`src/rtl/piso_pkg.sv`:
```
// Shared types and helpers for the parallel-in serial-out transmitter.
package piso_pkg;

    typedef enum logic {
        IDLE  = 1'b0,
        SHIFT = 1'b1
    } state_e;

    function automatic int cnt_w(input int width);
        return $clog2(width);
    endfunction

endpackage

```
`src/rtl/piso_bit_cnt.sv`:
```
// Bit-position counter for piso_tx: clear-to-zero, increment, registered terminal count.
module piso_bit_cnt
    import piso_pkg::*;
#(
    parameter int WIDTH = 8
) (
    input  logic clk_i,
    input  logic rst_n_i,
    input  logic clr_i,
    input  logic inc_i,
    output logic tc_o
);

    localparam int CW = cnt_w(WIDTH);
    localparam logic [CW-1:0] LAST = CW'(WIDTH - 1);

    logic [CW-1:0] cnt_q;
    logic [CW-1:0] cnt_nxt;
    logic          tc_q;

    assign cnt_nxt = cnt_q + 1'b1;

    // tc is computed from the next count so it is a clean flop output
    always_ff @(posedge clk_i or negedge rst_n_i) begin
        if (!rst_n_i) begin
            cnt_q <= '0;
            tc_q  <= 1'b0;
        end else if (clr_i) begin
            cnt_q <= '0;
            tc_q  <= 1'b0;
        end else if (inc_i) begin
            cnt_q <= cnt_nxt;
            tc_q  <= (cnt_nxt == LAST);
        end
    end

    assign tc_o = tc_q;

endmodule

```
`src/rtl/piso_tx.sv`:
```
// Parallel-in serial-out transmitter with valid/ready intake and framing strobes.
//   state | meaning
//   IDLE  | line quiet, ready for a word
//   SHIFT | word on the line, one bit per cycle; ready only during the last bit
module piso_tx
    import piso_pkg::*;
#(
    parameter int WIDTH     = 8,
    parameter bit LSB_FIRST = 1'b1
) (
    input  logic             clk_i,
    input  logic             rst_n_i,
    input  logic [WIDTH-1:0] data_i,
    input  logic             valid_i,
    output logic             ready_o,
    output logic             ser_o,
    output logic             frame_o,
    output logic             last_o
);

    state_e           state_q;
    state_e           state_d;
    logic [WIDTH-1:0] sh_q;
    logic             ser_q;
    logic             frame_q;
    logic             tc;
    logic             accept;
    logic             cnt_clr;
    logic             cnt_inc;

    // tc is only ever high during the final bit of a word in SHIFT
    assign ready_o = (state_q == IDLE) || tc;
    assign accept  = valid_i && ready_o;

    always_ff @(posedge clk_i or negedge rst_n_i) begin
        if (!rst_n_i) begin
            state_q <= IDLE;
        end else begin
            state_q <= state_d;
        end
    end

    always_comb begin
        state_d = state_q;
        cnt_clr = 1'b0;
        cnt_inc = 1'b0;
        case (state_q)
            IDLE: begin
                if (accept) begin
                    state_d = SHIFT;
                    cnt_clr = 1'b1;
                end
            end
            SHIFT: begin
                if (tc) begin
                    cnt_clr = 1'b1;
                    state_d = accept ? SHIFT : IDLE;
                end else begin
                    cnt_inc = 1'b1;
                end
            end
            default: state_d = IDLE;
        endcase
    end

    // The first bit goes straight to ser_q at capture; sh_q holds the remainder.
    always_ff @(posedge clk_i or negedge rst_n_i) begin
        if (!rst_n_i) begin
            sh_q    <= '0;
            ser_q   <= 1'b0;
            frame_q <= 1'b0;
        end else if (accept) begin
            frame_q <= 1'b1;
            if (LSB_FIRST) begin
                ser_q <= data_i[0];
                sh_q  <= data_i >> 1;
            end else begin
                ser_q <= data_i[WIDTH-1];
                sh_q  <= data_i << 1;
            end
        end else if (state_q == SHIFT && !tc) begin
            frame_q <= 1'b1;
            if (LSB_FIRST) begin
                ser_q <= sh_q[0];
                sh_q  <= sh_q >> 1;
            end else begin
                ser_q <= sh_q[WIDTH-1];
                sh_q  <= sh_q << 1;
            end
        end else begin
            sh_q    <= '0;
            ser_q   <= 1'b0;
            frame_q <= 1'b0;
        end
    end

    piso_bit_cnt #(
        .WIDTH (WIDTH)
    ) u_bit_cnt (
        .clk_i   (clk_i),
        .rst_n_i (rst_n_i),
        .clr_i   (cnt_clr),
        .inc_i   (cnt_inc),
        .tc_o    (tc)
    );

    assign ser_o   = ser_q;
    assign frame_o = frame_q;
    assign last_o  = tc;

endmodule
```
`config.mk`:
```
export PLATFORM = sky130hd
export DESIGN_NAME = piso_tx
export DESIGN_NICKNAME = d
export VERILOG_FILES = /design/src/rtl/piso_pkg.sv /design/src/rtl/piso_bit_cnt.sv /design/src/rtl/piso_tx.sv
export SDC_FILE = /design/constraint.sdc
export NUM_CORES = 1
export LEC_CHECK = 0
export ABC_AREA = 1
export CORE_AREA = 2 2 39 41
export CTS_BUF_LIST = sky130_fd_sc_hd__clkbuf_8
export CTS_CLUSTER_DIAMETER = 40
export CTS_CLUSTER_SIZE = 16
export DETAILED_ROUTE_END_ITERATION = 7
export DIE_AREA = 0 0 41 43
export PLACE_DENSITY = 0.75
export SLEW_MARGIN = 30
export SYNTH_ARGS = -nofsm -noshare
export SYNTH_HDL_FRONTEND = slang
export SYNTH_SLANG_ARGS = --single-unit
```
`constraint.sdc`:
```
create_clock -name clk_i -period 1.06 [get_ports clk_i]
set_input_delay 0.212 -clock clk_i [delete_from_list [all_inputs] [get_ports clk_i]]
set_output_delay 0.212 -clock clk_i [all_outputs]
set_load 0.03 [all_outputs]
```
==> impl_metrics.toml, run 1 <==
[outcome]
outcome = "finished with violations"
violations = "negative setup slack"

[sta]
fin_crit_sh = 1.10
max_slew_margin = 0.818
hold_viol_final = 0
timing.hold.ws_ns = 0.273
rsz0062_at_grt = "yes"
post-route-min-period_ns = 1.17
setup-tns-final_ns = -0.195
setup_viol = 2
slew_violations = 0
finClkSkew_ns = 0.00422
fmax_ghz = 0.858
worst_slack_ns = -0.106
tightest_slew_ns = 0.272

[cells_and_area]
antenna_cells = 0
fin_nets = 100
mostFrequentLayoutCell = "nand2_1"
area_growth_pct = 38.3
fin_util = 0.630
multi_input_area_um2 = 235
fillCellCount = 124
final_cell_mix = "nand2_1 (24), dfrtp_1 (13), clkdlybuf4s50_1 (10), buf_4 (10), nand3_2 (7)"
seq_area_um2 = 352
drive_gt1_frac = 0.326

[global_routing]
grt_pass1_vias = 476
antenna_found_initial = 0
grt_max_degree = 15
grt_pass1_wl_um = 1970
grt_usage = 0.178
gr-total-overflow = 0

[pwr]
peakVddDrop_v = 0.00142
power_density_mw_per_mm2 = 2870
p_leak_nw = 0.441
finalPower_mw = 2.50

[worst_setup_path]
cp_max_fo = 2
crit_arrival_ns = 0.95
worst-endpoint-required_ns = 0.85
reg2reg_from = "state_q$_DFF_PN0_"
r2r_slack_ns = 0.06
reg2regPathDepth = 6
r2r_end = "sh_q[0]$_DFF_PN0_"
startpoint_type = "flip-flop"
end_kind = "primary output"
path_class = "flip-flop to primary output"

[clocking]
clockBufferDepth = 2
cts_made_buffers = 3
clock_sinks = 14
cts-htree-levels = 1
root_buffer = "clkbuf_8"
clkTransAtPathRegs_ns = 0.06
cts_hold_buf = 0
clk_latency_ns = 0.24
cts_tree = "built"

[floorplanning]
start_util = 0.456
die_x_um = 41
dieArea_mm2 = 0.00176
ios = 15
dieHeight_um = 43
placeableCoreArea_mm2 = 0.00138
num_rows = 14

[place]
numPortBuffers = 14
place_congestion = 0.706
dp_hpwl_um = 875

[routing]
drt-initial-drc-count = 3
final_antenna_net_count = 0
firstDrtPassIters = 4
routed_wl_um = 1240
via_count = 494
viasPerCell = 4.84
drc_errors = 0
avgRoutedWirePerCell_um = 12.2

[synthesis]
synth-seq-cells = 14
syn_nets = 76
synthesis.area_um2 = 631
synth_cells = 63
synth.distinct_cells = 13
yosysWarningCount = 0
avgSynthCellArea_um2 = 10.0
ys_seq_area_frac = 0.556

[worst_hold_path]
min_path_type = "primary input to async pin"

[run]
drv_cap = 0
-- sequential cells by signal, summed over array words and instances, names as in the netlist --
name,cells
u_bit_cnt.tc_o,1
u_bit_cnt.cnt_q,3
ser_o,1
state_q,1
sh_q,7
frame_o,1
-- power by group --
| group | switching, mW | internal, mW |
|---|---|---|
| logic | 0.694 | 0.502 |
| clock network | 0.184 | 0.256 |
| registers | 0.111 | 0.752 |
-- routing by layer --
layer  up-vias  global-route usage  share of wire
li1        240                   -              -
met1       241               0.207           0.39
met2         9               0.259           0.55
met3         4              0.0471          0.038
met4         0               0.140          0.022
met5         -                   0              0
-- synthesized netlist by cell type --
cell     count  area (um2)
nor2_1       1        3.75
o21ai_0      2        10.0
nand3_2      7        70.1
nand2_1     24        90.1
inv_2        1        3.75
nor3b_1      1        7.51
nand3_1      1        5.00
ha_1         2        25.0
nand4_1      1        6.26
buf_6        3        33.8
inv_1        5        18.8
nor2_2       1        6.26
dfrtp_1     14         350
-- kinds of logic after synthesis --
kind of cell / share of synthesized area
DFF: 0.556
and+or+nand+nor: 0.300
buffers and inverters: 0.0893
AOI/OAI and AO/OA: 0.0159
adders and majority gates: 0.0397
-- worst max-delay path by stage --
stage | from | endpoint | slack [ns] | depth (start not counted)
6_report | state_q$_DFF_PN0_ | ready_o | -0.11 | 4
5_1_grt | state_q$_DFF_PN0_ | ready_o | -0.16 | 4
3_3_place_gp | state_q$_DFF_PN0_ | ready_o | -0.31 | 4
3_5_place_dp | state_q$_DFF_PN0_ | ready_o | -0.32 | 4
2_1_floorplan | u_bit_cnt.tc_o$_DFFE_PN0P_ | ser_o$_DFF_PN0_ | 0.006 | 5
4_1_cts | u_bit_cnt.tc_o$_DFFE_PN0P_ | last_o | -0.09 | 2
-- critical path, stage by stage (launching register included) --
cell,delay [ns]
dfrtp_1,0.36
inv_2,0.05
nor2_4,0.11
inv_2,0.05
buf_6,0.13
-- repair_timing --
| item | 4_1_cts | 5_1_grt |
|---|---|---|
| endpoints found under the setup margin | 2 | 5 |
| endpoints found under the hold margin | 0 | 0 |
| resized for setup | 10 | 4 |
| pin swaps | 1 | 0 |
| setup buffers | 0 | 1 |
-- per-stage QoR --
step | setup slack [ns] | area, um2 | cells
finish | -0.106 | 872 | 102
global route | -0.157 | 872 | 102
CTS | -0.0940 | 858 | 101
detailed placement | -0.318 | 803 | 97
global placement | -0.305 | 803 | 97
floorplan | 0.00615 | 632 | 63
-- area by class of cell --
cell class,instances,share of cell area
Sequential cell,14,0.403
Multi-Input combinational cell,40,0.270
Timing Repair Buffer,22,0.227
Clock buffer,3,0.0473
Inverter,6,0.0258
Tap cell,16,0.0230
Clock inverter,1,0.00430
(Power assumes the default switching activity.)
==> run 2, diff against run 1 <==
clock period = 1.3 ns   (was 1.06 ns; I/O delays follow)
==> run 2 against run 1 <==
  * Largest cell class unchanged
  * Combinational power shrank 28%
  * Count of clock-buffer cells in the layout did not move
  * First-iteration DRC count increased by 33%
  * Sequential cell count unchanged
  * Via count is 5.3% lower
  * Design area fell by 5.0%
  * Die area stayed put
  * Non-clock buffer count is 3 lower
  * Hold slack better by 0.059 ns
  * The run now ends clean
  * Sequential power down 20%
  * Worst setup slack better by 0.19 ns
  * Clock power decreased by 22%
==> impl_metrics.toml, run 2 (same netlist as run 1, synthesis figures left out) <==
[outcome]
outcome = "finished clean"

[global_routing]
antenna_found_initial = 0
gr-total-overflow = 0
grt_usage = 0.150
grt_pass1_wl_um = 1760
grt_max_degree = 15
grt_pass1_vias = 428

[cells_and_area]
top_regs = "sh_q (7), u_bit_cnt.cnt_q (3)"
drive_gt1_frac = 0.232
final_cells = 98
largest_register = "sh_q"
largest_reg_flops = 7
fin_util = 0.599
area_growth_pct = 31.3
fin_nets = 97
antenna_cells = 0
mostFrequentLayoutCell = "nand2_1"
final_cell_mix = "nand2_1 (24), dfrtp_1 (14), clkdlybuf4s50_1 (10), nand3_2 (7), buf_4 (7)"
finalInstanceArea_um2 = 828
fillCellCount = 125

[floorplanning]
ios = 15
dieArea_mm2 = 0.00176
start_util = 0.456
placeableCoreArea_mm2 = 0.00138
num_rows = 14
dieHeight_um = 43
die_x_um = 41

[pwr]
finalPower_mw = 1.89
peakVddDrop_v = 0.00122
power.internal_mw = 1.14
power_switching_uw = 750
p_comb_frac = 0.456
power_density_mw_per_mm2 = 2290
clock_power_share = 0.181
p_leak_nw = 0.422
pwr-share-seq = 0.363
swShare = 0.396

[worst_setup_path]
cpPeakStageDelay_ns = 0.34
slowest_stage = "dfrtp_1"
crit_arrival_ns = 0.96
end_kind = "primary output"
worst-endpoint-required_ns = 1.04
crit_chain = "inv_1 -> nor2_2 -> inv_2 -> buf_4"
startpoint_type = "flip-flop"
path_class = "flip-flop to primary output"
cp_max_fo = 2
path_buf_inv = 3
crit_family = "flip-flops"

[routing]
firstDrtPassIters = 4
drt-initial-drc-count = 4
drc_errors = 0
avgRoutedWirePerCell_um = 11.3
final_antenna_net_count = 0
viasPerCell = 4.78
via_count = 468
routed_wl_um = 1110

[sta]
setup-tns-final_ns = 0
finClkSkew_ns = 0.000508
setup_viol = 0
hold_viol_final = 0
slew_violations = 0
worst_slack_ns = 0.0838
fin_crit_sh = 0.936
post-route-min-period_ns = 1.22
tightest_slew_ns = 0.298
fmax_ghz = 0.822
timing.hold.ws_ns = 0.331
rsz0062_at_grt = "no"
max_slew_margin = 0.802

[clocking]
clk_latency_ns = 0.24
clock_sinks = 14
cts_setup_buffers = 0
cts-htree-levels = 1
clockBufferDepth = 2
cts_hold_buf = 0
root_buffer = "clkbuf_8"
cts_made_buffers = 3
clkTransAtPathRegs_ns = 0.05
cts_tree = "built"

[place]
placed_cell_area_um2 = 792
place_congestion = 0.733
dp_slack_ns = -0.122
numPortBuffers = 14
dp_hpwl_um = 806
post-place-cells = 95

[worst_hold_path]
min_path_type = "primary input to async pin"

[run]
drv_cap = 0
[run 2: worst paths after layout]
path / end / cells past startpoint / from / slack (ns)
setup / recovery: ready_o / 4 / state_q$_DFF_PN0_ / 0.08
hold / removal: u_bit_cnt.cnt_q[2]$_DFFE_PN0P_ / 2 / rst_n_i / 0.33
setup reg to reg: u_bit_cnt.tc_o$_DFFE_PN0P_ / 5 / u_bit_cnt.cnt_q[0]$_DFFE_PN0P_ / 0.29
hold reg to reg: ser_o$_DFF_PN0_ / 2 / sh_q[0]$_DFF_PN0_ / 0.45
max in group asynchronous: u_bit_cnt.cnt_q[1]$_DFFE_PN0P_ / 2 / rst_n_i / 0.80
min in group clk_i: ser_o$_DFF_PN0_ / 2 / sh_q[0]$_DFF_PN0_ / 0.45
[run 2: area by class of cell]
| cell class | instances | area (um2) | area share |
|---|---|---|---|
| tap | 16 | 20.0 | 0.0242 |
| multi-input combinational | 40 | 224 | 0.270 |
| timing repair buffer | 19 | 170 | 0.205 |
| sequential | 14 | 350 | 0.423 |
| inverter | 6 | 22.5 | 0.0272 |
| clock buffer | 3 | 41.3 | 0.0498 |
[run 2: power by group through the flow]
stage               clock (mW)  combinational (mW)  sequential, mW
detailed placement           0               0.895           0.694
global placement             0               0.870           0.688
floorplan                    0               0.569           0.758
global route             0.365               0.972           0.705
CTS                      0.350               0.881           0.688
finish                   0.343               0.864           0.688
[run 2: routing by layer]
layer,GRT usage,up-vias,wire [um]
met4,0.0600,0,0
met3,0.0471,0,50
li1,-,233,-
met1,0.195,224,504
met5,0,-,0
met2,0.225,11,553
[run 2: what timing repair did]
| item | in CTS | in global routing |
|---|---|---|
| gates resized for setup | 5 | 4 |
| endpoints found under the setup margin | 3 | 1 |
| pin swaps | 0 | 1 |
[run 2: worst register-to-register path: cells and delay by family, from the launching register on]
kind                     cells  cell delay (ns)
buffers and inverters        1             0.05
flip-flops                   1             0.41
AND/OR/NAND/NOR              3             0.21
adder cells (fa/ha/maj)      1             0.22
